$ cat config.mk
export PLATFORM = sky130hd
export DESIGN_NAME = ysyx_041461_axi_rd_arbiter
export DESIGN_NICKNAME = d
export VERILOG_FILES = /design/src/rtl/ysyx_041461_axi_rd_arbiter_pkg.sv /design/src/rtl/ysyx_041461_arb_pick.sv /design/src/rtl/ysyx_041461_axi_rd_arbiter.sv
export SDC_FILE = /design/constraint.sdc
export NUM_CORES = 1
export LEC_CHECK = 0
export ABC_AREA = 1
export CORE_AREA = 2 2 112 114
export CTS_BUF_LIST = sky130_fd_sc_hd__clkbuf_8
export DETAILED_ROUTE_END_ITERATION = 6
export DIE_AREA = 0 0 114 116
export GPL_TIMING_DRIVEN = 0
export PLACE_DENSITY = 0.77
export SLEW_MARGIN = 20
export SYNTH_ARGS = -nofsm -noshare
export SYNTH_HDL_FRONTEND = slang
export SYNTH_SLANG_ARGS = --single-unit
$ cat constraint.sdc
create_clock -name clk -period 1.45 [get_ports clk]
set_input_delay 0.145 -clock clk [delete_from_list [all_inputs] [get_ports clk]]
set_output_delay 0.145 -clock clk [all_outputs]
set_load 0.02 [all_outputs]
$ cat src/rtl/ysyx_041461_axi_rd_arbiter_pkg.sv
// Shared definitions for the AXI4 read-channel arbiter: AXI encodings,
// the arbiter state type and a small index-width helper.
package ysyx_041461_axi_rd_arbiter_pkg;

  // Width of the downstream AXI id field.
  localparam int ID_W = 4;

  // AXI burst type encodings.
  localparam logic [1:0] BURST_FIXED = 2'b00;
  localparam logic [1:0] BURST_INCR  = 2'b01;
  localparam logic [1:0] BURST_WRAP  = 2'b10;

  // AXI response encodings.
  localparam logic [1:0] RESP_OKAY   = 2'b00;
  localparam logic [1:0] RESP_EXOKAY = 2'b01;
  localparam logic [1:0] RESP_SLVERR = 2'b10;
  localparam logic [1:0] RESP_DECERR = 2'b11;

  // Arbiter phases: waiting for requests, issuing AR, streaming R beats.
  typedef enum logic [1:0] {
    IDLE = 2'd0,
    ADDR = 2'd1,
    DATA = 2'd2
  } arb_state_e;

  // Bits needed to hold a requester index (at least one bit).
  function automatic int idx_width(input int n);
    return (n > 1) ? $clog2(n) : 1;
  endfunction

endpackage

$ cat src/rtl/ysyx_041461_arb_pick.sv
// Combinational winner selection: scans the request vector starting at
// ptr and wrapping around, returning the first set requester as both a
// one-hot vector and an index. With ptr tied to zero it is a plain
// lowest-index-wins priority picker.
module ysyx_041461_arb_pick #(
  parameter int NUM_MASTERS = 2,
  parameter int IDX_W       = 1
) (
  input  logic [NUM_MASTERS-1:0] req,
  input  logic [IDX_W-1:0]       ptr,
  output logic [NUM_MASTERS-1:0] grant_oh,
  output logic [IDX_W-1:0]       grant_idx,
  output logic                   valid
);

  logic [NUM_MASTERS-1:0] req_rot;

  // (base + off) mod NUM_MASTERS for off in 0..NUM_MASTERS-1.
  function automatic logic [IDX_W-1:0] wrap_add(input logic [IDX_W-1:0] base, input int off);
    int sum;
    sum = int'(base) + off;
    if (sum >= NUM_MASTERS) sum = sum - NUM_MASTERS;
    return IDX_W'(sum);
  endfunction

  // Rotate requests so bit k is requester (ptr+k); the lowest set bit wins.
  always_comb begin
    // NOTE: every output of a combinational block gets a default first, so
    // no path leaves it unassigned and no latch is inferred.
    grant_idx = '0;
    req_rot   = NUM_MASTERS'({req, req} >> ptr);
    for (int k = NUM_MASTERS - 1; k >= 0; k--) begin
      if (req_rot[k]) grant_idx = wrap_add(ptr, k);
    end
  end

  assign valid    = |req;
  assign grant_oh = valid ? (NUM_MASTERS'(1) << grant_idx) : '0;

endmodule

$ cat src/rtl/ysyx_041461_axi_rd_arbiter.sv
// Shares one AXI4 read channel (AR/R) between NUM_MASTERS requesters with a
// single outstanding burst. The grant is taken in IDLE, the AR fields are
// captured so the downstream address phase stays stable, and the grant is
// held until the rlast beat handshakes. One IDLE bubble separates bursts.
// Optional feature macro: YSYX_041461_ARB_RR_EN selects round-robin
// arbitration; without it the lowest requesting index wins.
module ysyx_041461_axi_rd_arbiter
  import ysyx_041461_axi_rd_arbiter_pkg::*;
#(
  parameter int NUM_MASTERS = 2,
  parameter int ADDR_W      = 32,
  parameter int DATA_W      = 64,
  parameter int ID_BASE     = 0
) (
  input  logic                          clk,
  input  logic                          rst,
  // requester side
  input  logic [NUM_MASTERS-1:0]        m_arvalid,
  output logic [NUM_MASTERS-1:0]        m_arready,
  input  logic [NUM_MASTERS*ADDR_W-1:0] m_araddr,
  input  logic [NUM_MASTERS*8-1:0]      m_arlen,
  input  logic [NUM_MASTERS*3-1:0]      m_arsize,
  input  logic [NUM_MASTERS*2-1:0]      m_arburst,
  output logic [NUM_MASTERS-1:0]        m_rvalid,
  input  logic [NUM_MASTERS-1:0]        m_rready,
  output logic [DATA_W-1:0]             m_rdata,
  output logic [1:0]                    m_rresp,
  output logic                          m_rlast,
  // downstream side
  output logic                          s_arvalid,
  input  logic                          s_arready,
  output logic [ID_W-1:0]               s_arid,
  output logic [ADDR_W-1:0]             s_araddr,
  output logic [7:0]                    s_arlen,
  output logic [2:0]                    s_arsize,
  output logic [1:0]                    s_arburst,
  input  logic                          s_rvalid,
  output logic                          s_rready,
  input  logic [ID_W-1:0]               s_rid,
  input  logic [1:0]                    s_rresp,
  input  logic [DATA_W-1:0]             s_rdata,
  input  logic                          s_rlast
);

  localparam int IDX_W = idx_width(NUM_MASTERS);

  arb_state_e             state_q, state_d;
  logic [IDX_W-1:0]       grant_q;
  logic [NUM_MASTERS-1:0] grant_oh;
  logic [ADDR_W-1:0]      araddr_q;
  logic [7:0]             arlen_q;
  logic [2:0]             arsize_q;
  logic [1:0]             arburst_q;

  logic [NUM_MASTERS-1:0] pick_oh;
  logic [IDX_W-1:0]       pick_idx;
  logic                   pick_valid;
  logic [IDX_W-1:0]       pick_ptr;

  logic [ADDR_W-1:0]      sel_addr;
  logic [7:0]             sel_len;
  logic [2:0]             sel_size;
  logic [1:0]             sel_burst;

  logic                   load_ar;
  logic                   granted_rready;

  // Only one burst is ever in flight, so the returned id carries no routing information.
  logic                   unused_rid;
  assign unused_rid = ^s_rid;

`ifdef YSYX_041461_ARB_RR_EN
  logic [IDX_W-1:0] ptr_q;

  // Round-robin pointer: moves just past the winner on each AR handshake.
  always_ff @(posedge clk or posedge rst) begin
    if (rst) begin
      ptr_q <= '0;
    end else if (state_q == ADDR && s_arready) begin
      ptr_q <= (grant_q == IDX_W'(NUM_MASTERS - 1)) ? '0 : grant_q + 1'b1;
    end
  end

  assign pick_ptr = ptr_q;
`else
  assign pick_ptr = '0;
`endif

  ysyx_041461_arb_pick #(
    .NUM_MASTERS (NUM_MASTERS),
    .IDX_W       (IDX_W)
  ) u_pick (
    .req       (m_arvalid),
    .ptr       (pick_ptr),
    .grant_oh  (pick_oh),
    .grant_idx (pick_idx),
    .valid     (pick_valid)
  );

  // Select the winning requester's AR fields from the packed buses.
  always_comb begin
    sel_addr  = '0;
    sel_len   = '0;
    sel_size  = '0;
    sel_burst = '0;
    for (int i = 0; i < NUM_MASTERS; i++) begin
      if (pick_oh[i]) begin
        sel_addr  = m_araddr[i*ADDR_W +: ADDR_W];
        sel_len   = m_arlen[i*8 +: 8];
        sel_size  = m_arsize[i*3 +: 3];
        sel_burst = m_arburst[i*2 +: 2];
      end
    end
  end

  assign grant_oh       = NUM_MASTERS'(1) << grant_q;
  assign granted_rready = |(m_rready & grant_oh);

  // State register.
  always_ff @(posedge clk or posedge rst) begin
    // NOTE: sequential state is updated with non-blocking assignments so all
    // registers sample their inputs from the same clock edge.
    if (rst) state_q <= IDLE;
    else     state_q <= state_d;
  end

  // Next-state logic and handshake outputs for the granted requester.
  always_comb begin
    state_d   = state_q;
    load_ar   = 1'b0;
    s_arvalid = 1'b0;
    s_rready  = 1'b0;
    m_arready = '0;
    m_rvalid  = '0;
    unique case (state_q)
      IDLE: begin
        if (pick_valid) begin
          load_ar = 1'b1;
          state_d = ADDR;
        end
      end
      ADDR: begin
        s_arvalid = 1'b1;
        if (s_arready) begin
          m_arready = grant_oh;
          state_d   = DATA;
        end
      end
      DATA: begin
        m_rvalid = s_rvalid ? grant_oh : '0;
        s_rready = granted_rready;
        if (s_rvalid && granted_rready && s_rlast) state_d = IDLE;
      end
      default: state_d = IDLE;
    endcase
  end

  // Capture grant and AR fields when a winner is chosen.
  always_ff @(posedge clk or posedge rst) begin
    // NOTE: the captured AR fields are reset too, so s_ar* reads as zero
    // straight out of reset rather than showing stale or unknown values.
    if (rst) begin
      grant_q   <= '0;
      araddr_q  <= '0;
      arlen_q   <= '0;
      arsize_q  <= '0;
      arburst_q <= '0;
    end else if (load_ar) begin
      grant_q   <= pick_idx;
      araddr_q  <= sel_addr;
      arlen_q   <= sel_len;
      arsize_q  <= sel_size;
      arburst_q <= sel_burst;
    end
  end

  assign s_arid    = ID_W'(ID_BASE + int'(grant_q));
  assign s_araddr  = araddr_q;
  assign s_arlen   = arlen_q;
  assign s_arsize  = arsize_q;
  assign s_arburst = arburst_q;

  // Read data, response and last are broadcast to every requester.
  assign m_rdata = s_rdata;
  assign m_rresp = s_rresp;
  assign m_rlast = s_rlast;

endmodule

==> results of run 1 <==
cell usage after synthesis:
cell type / instances
buf_2: 4
a21oi_1: 1
buf_12: 8
inv_1: 7
nor2_2: 1
buf_8: 1
dfrtp_1: 48
inv_8: 1
o21ai_1: 1
buf_6: 6
nor3_1: 2
conb_1: 1
buf_4: 74
o21ai_4: 1
nand2_1: 234
nand3_2: 40
nand3_1: 6
o31ai_1: 1
nor2_8: 1
nor2_1: 5
power groups by stage:
stage	combinational (mW)	clock (mW)	sequential (mW)
2_1_floorplan	1.72	0	2.87
3_3_place_gp	4.40	0	2.23
3_5_place_dp	4.47	0	2.25
4_1_cts	4.45	0.775	2.22
5_1_grt	4.76	0.815	2.29
6_report	4.41	0.744	2.23
cell families (layout without fill, tap and decap cells):
| family | count (synthesis) | after routing |
|---|---|---|
| compound gates | 4 | 4 |
| buf+inv | 101 | 326 |
| other cells | 1 | 3 |
| simple gates | 289 | 289 |
| flops | 48 | 48 |
routing by layer:
metal	wire length (um)	GRT usage, %	up-vias
met5	0	0	-
met2	6310	31.6	162
met3	798	3.14	11
met1	4480	19.3	1664
met4	154	3.17	0
li1	-	-	1743
cell type report:
type,instances,area share (%)
plain buffers,93,13.7
clock buffers,5,1.15
inverters,8,0.627
multi-input cells,296,24.1
flip-flops and latches,48,20.1
well taps,147,3.07
repair buffers,220,37.3
how the worst min path moves through the flow:
stage,cells after the start,slack [ns],to
global placement,2,0.46,s_araddr[4]
global route,2,0.27,s_arlen[5]
floorplan,1,0.24,state_q[0]
finish,2,0.23,s_arlen[5]
detailed placement,2,0.46,s_araddr[11]
CTS,2,0.23,s_arlen[5]
timing repair:
item / 4_1_cts / 5_1_grt
pin swaps: 0 / 1
setup endpoints to repair: 13 / 67
gates resized for setup: 33 / 36
setup buffers: 2 / 0
flip-flops by register name (all words and copies together), names as in the netlist:
signal     cells
s_araddr      32
s_arlen        8
s_arsize       3
s_arburst      2
state_q        2
grant_q        1
==> impl_metrics.yaml, run 1 <==
clocking:
  hold_buffers: 0
  insertion_delay_ns: 0.29
  clock_tree_from_tritoncts: "yes"
  cts_made_buffers: 5
  cts.htree.levels: 2
  cts.sink_count: 48
  cts_max_path_buffers: 2
  clock_tree.root_cell: "clkbuf_8"
  clk_transition_reported_paths_ns: 0.09
layout:
  count_of_inserted_antenna_diode_cells: 0
  final_cell_mix: "233 x nand2_1, 183 x clkdlybuf4s50_1, 81 x buf_4"
  area_delta_synth_final_pct: 73.0
  final_cells: 817
  layout.area.seq_um2: 1200
  layout.nets: 841
  multiInputGateArea_um2: 1440
  drive_above_1_share_pct: 24.2
  finish.utilization_pct: 50.2
  finalInstanceArea_um2: 5980
  commonest_non_fill_non_tap_cell_in_the_layout: "nand2_1"
  fill_cells: 1134
place:
  placement.cell_area_um2: 5840
  port-buffer-count: 217
  post-place-cells: 810
  pre_cts_slack_ns: -0.289
  estimated_wirelength_of_the_detail_placed_design_mm: 9.30
  place.gp.congestion: 0.754
sta:
  rsz0062_at_grt: "yes"
  finalHoldWorstSlack_ns: 0.227
  final.setup.worst_slack_ns: -0.0294
  setup_total_negative_slack_ns: -0.0294
  final.min_clock_period_ns: 1.48
  finClkSkew_ns: 0.00825
  setup_viol: 1
  final_min_period_over_clock_period_pct: 102
  slew_headroom_pct: 63.6
  timing_worst_slew_pin_value_ns: 0.546
  count_of_endpoints_failing_hold_in_the_final_timing_report: 0
  finalMaxSlewViolations: 0
  max_freq_ghz: 0.676
setup_path:
  worst_setup_path_startpoint: "state_q[1]"
  slowest_stage: "dfrtp_1"
  crit_fanout: 3
  crit_path_cell_trace: "inv_1, nor2_2, inv_2, nor3_4, buf_4"
  cp.required_ns: 1.31
  setup.reg_to_reg.worst_slack_ns: 0.11
  worstReg2RegEnd: "s_araddr[7]"
  worstSetupEndpointType: "primary output"
  delay_contributed_by_the_slowest_stage_of_the_critical_path_ns: 0.40
  rr_worst_depth: 6
  bufs_and_invs_on_worst_path: 3
  cp_top_family: "flip-flops"
  critical_path_class: "reg -> out"
  critical_path_data_arrival_time_ns: 1.33
  cp.depth: 5
  worst_setup_path_start_kind: "flip-flop"
  worstSetupEndpoint: "m_rvalid[1]"
  r2r-start: "state_q[1]"
logic_synthesis:
  syn_avg_cell_area_um2: 7.81
  synth_fa_ha_area_share_pct: 0
  synth_compound_gate_area_share_pct: 0.977
  area_share_of_the_largest_cell_type_after_synthesis_pct: 34.7
  largest_family_of_logic_cells_by_synthesized_area: "simple AND/OR/NAND/NOR gates"
  synth.area.mux_share_pct: 0
  ys_ff_latch: 48
  yosys_warnings: 0
  synth_area_in_simple_gates_pct: 39.4
  synthCells: 443
  yosysUniqueCellTypes: 20
  post_synth_main_area_contributors: "dfrtp_1 35%, nand2_1 25%, buf_4 16%"
  synth-seq-area-share_pct: 34.7
  netlist_area_um2: 3460
  synth.largest_area_cell: "dfrtp_1"
  post_synth_xor_area_fraction_pct: 0
grt:
  grt_pass1_vias: 3476
  grt_antenna_before_repair: 0
  gr-total-overflow: 0
  pin_count_of_the_biggest_net_entering_global_routing: 26
  grt_first_pass_wirelength_mm: 17.3
  grt.total_usage_pct: 16.6
floorplanning:
  die-height_um: 116
  fp.dieW_um: 114
  die-area_um2: 13200
  ios: 291
  starting_utilization_of_the_core_area_pct: 29.0
  core_um2: 11900
  rows: 40
run_status:
  outcome: "finished, violations left"
  violated_checks: "negative setup slack"
drt:
  drt_antenna_net_count: 0
  detail_route.wl_per_cell_um: 14.4
  avg_vias_per_cell: 4.38
  first_iter_violations: 173
  drt_pass1_iterations: 6
  drt_drc_violations_left: 0
  finalWirelength_mm: 11.7
  detailroute.via_count: 3580
power:
  netSwitchingFraction_pct: 42.8
  worst_ir_drop_vdd_uv: 827
  p_sw_mw: 3.16
  p_comb_share_pct: 59.7
  clkPwrFrac_pct: 10.1
  design_power_total_mw: 7.38
  p_leak_nw: 3.21
  pwr_density_cell_nw_per_um2: 1230
  seqPwrFrac_pct: 30.2
  p_int_mw: 4.22
flow_run:
  maxCapViolCount: 0
worst_hold_path:
  hold_path_class: "in -> async"
Power figures use the tool's default switching activity.
==> run 2: changes to the inputs <==
--- a/config.mk
+++ b/config.mk
@@ -12,7 +12,7 @@
 export DIE_AREA = 0 0 114 116
 export GPL_TIMING_DRIVEN = 0
 export PLACE_DENSITY = 0.77
-export SLEW_MARGIN = 20
+export SLEW_MARGIN = 25
 export SYNTH_ARGS = -nofsm -noshare
 export SYNTH_HDL_FRONTEND = slang
 export SYNTH_SLANG_ARGS = --single-unit
==> results of run 2 <==
The final DEF is identical to that of run 1; final timing and power are the same.
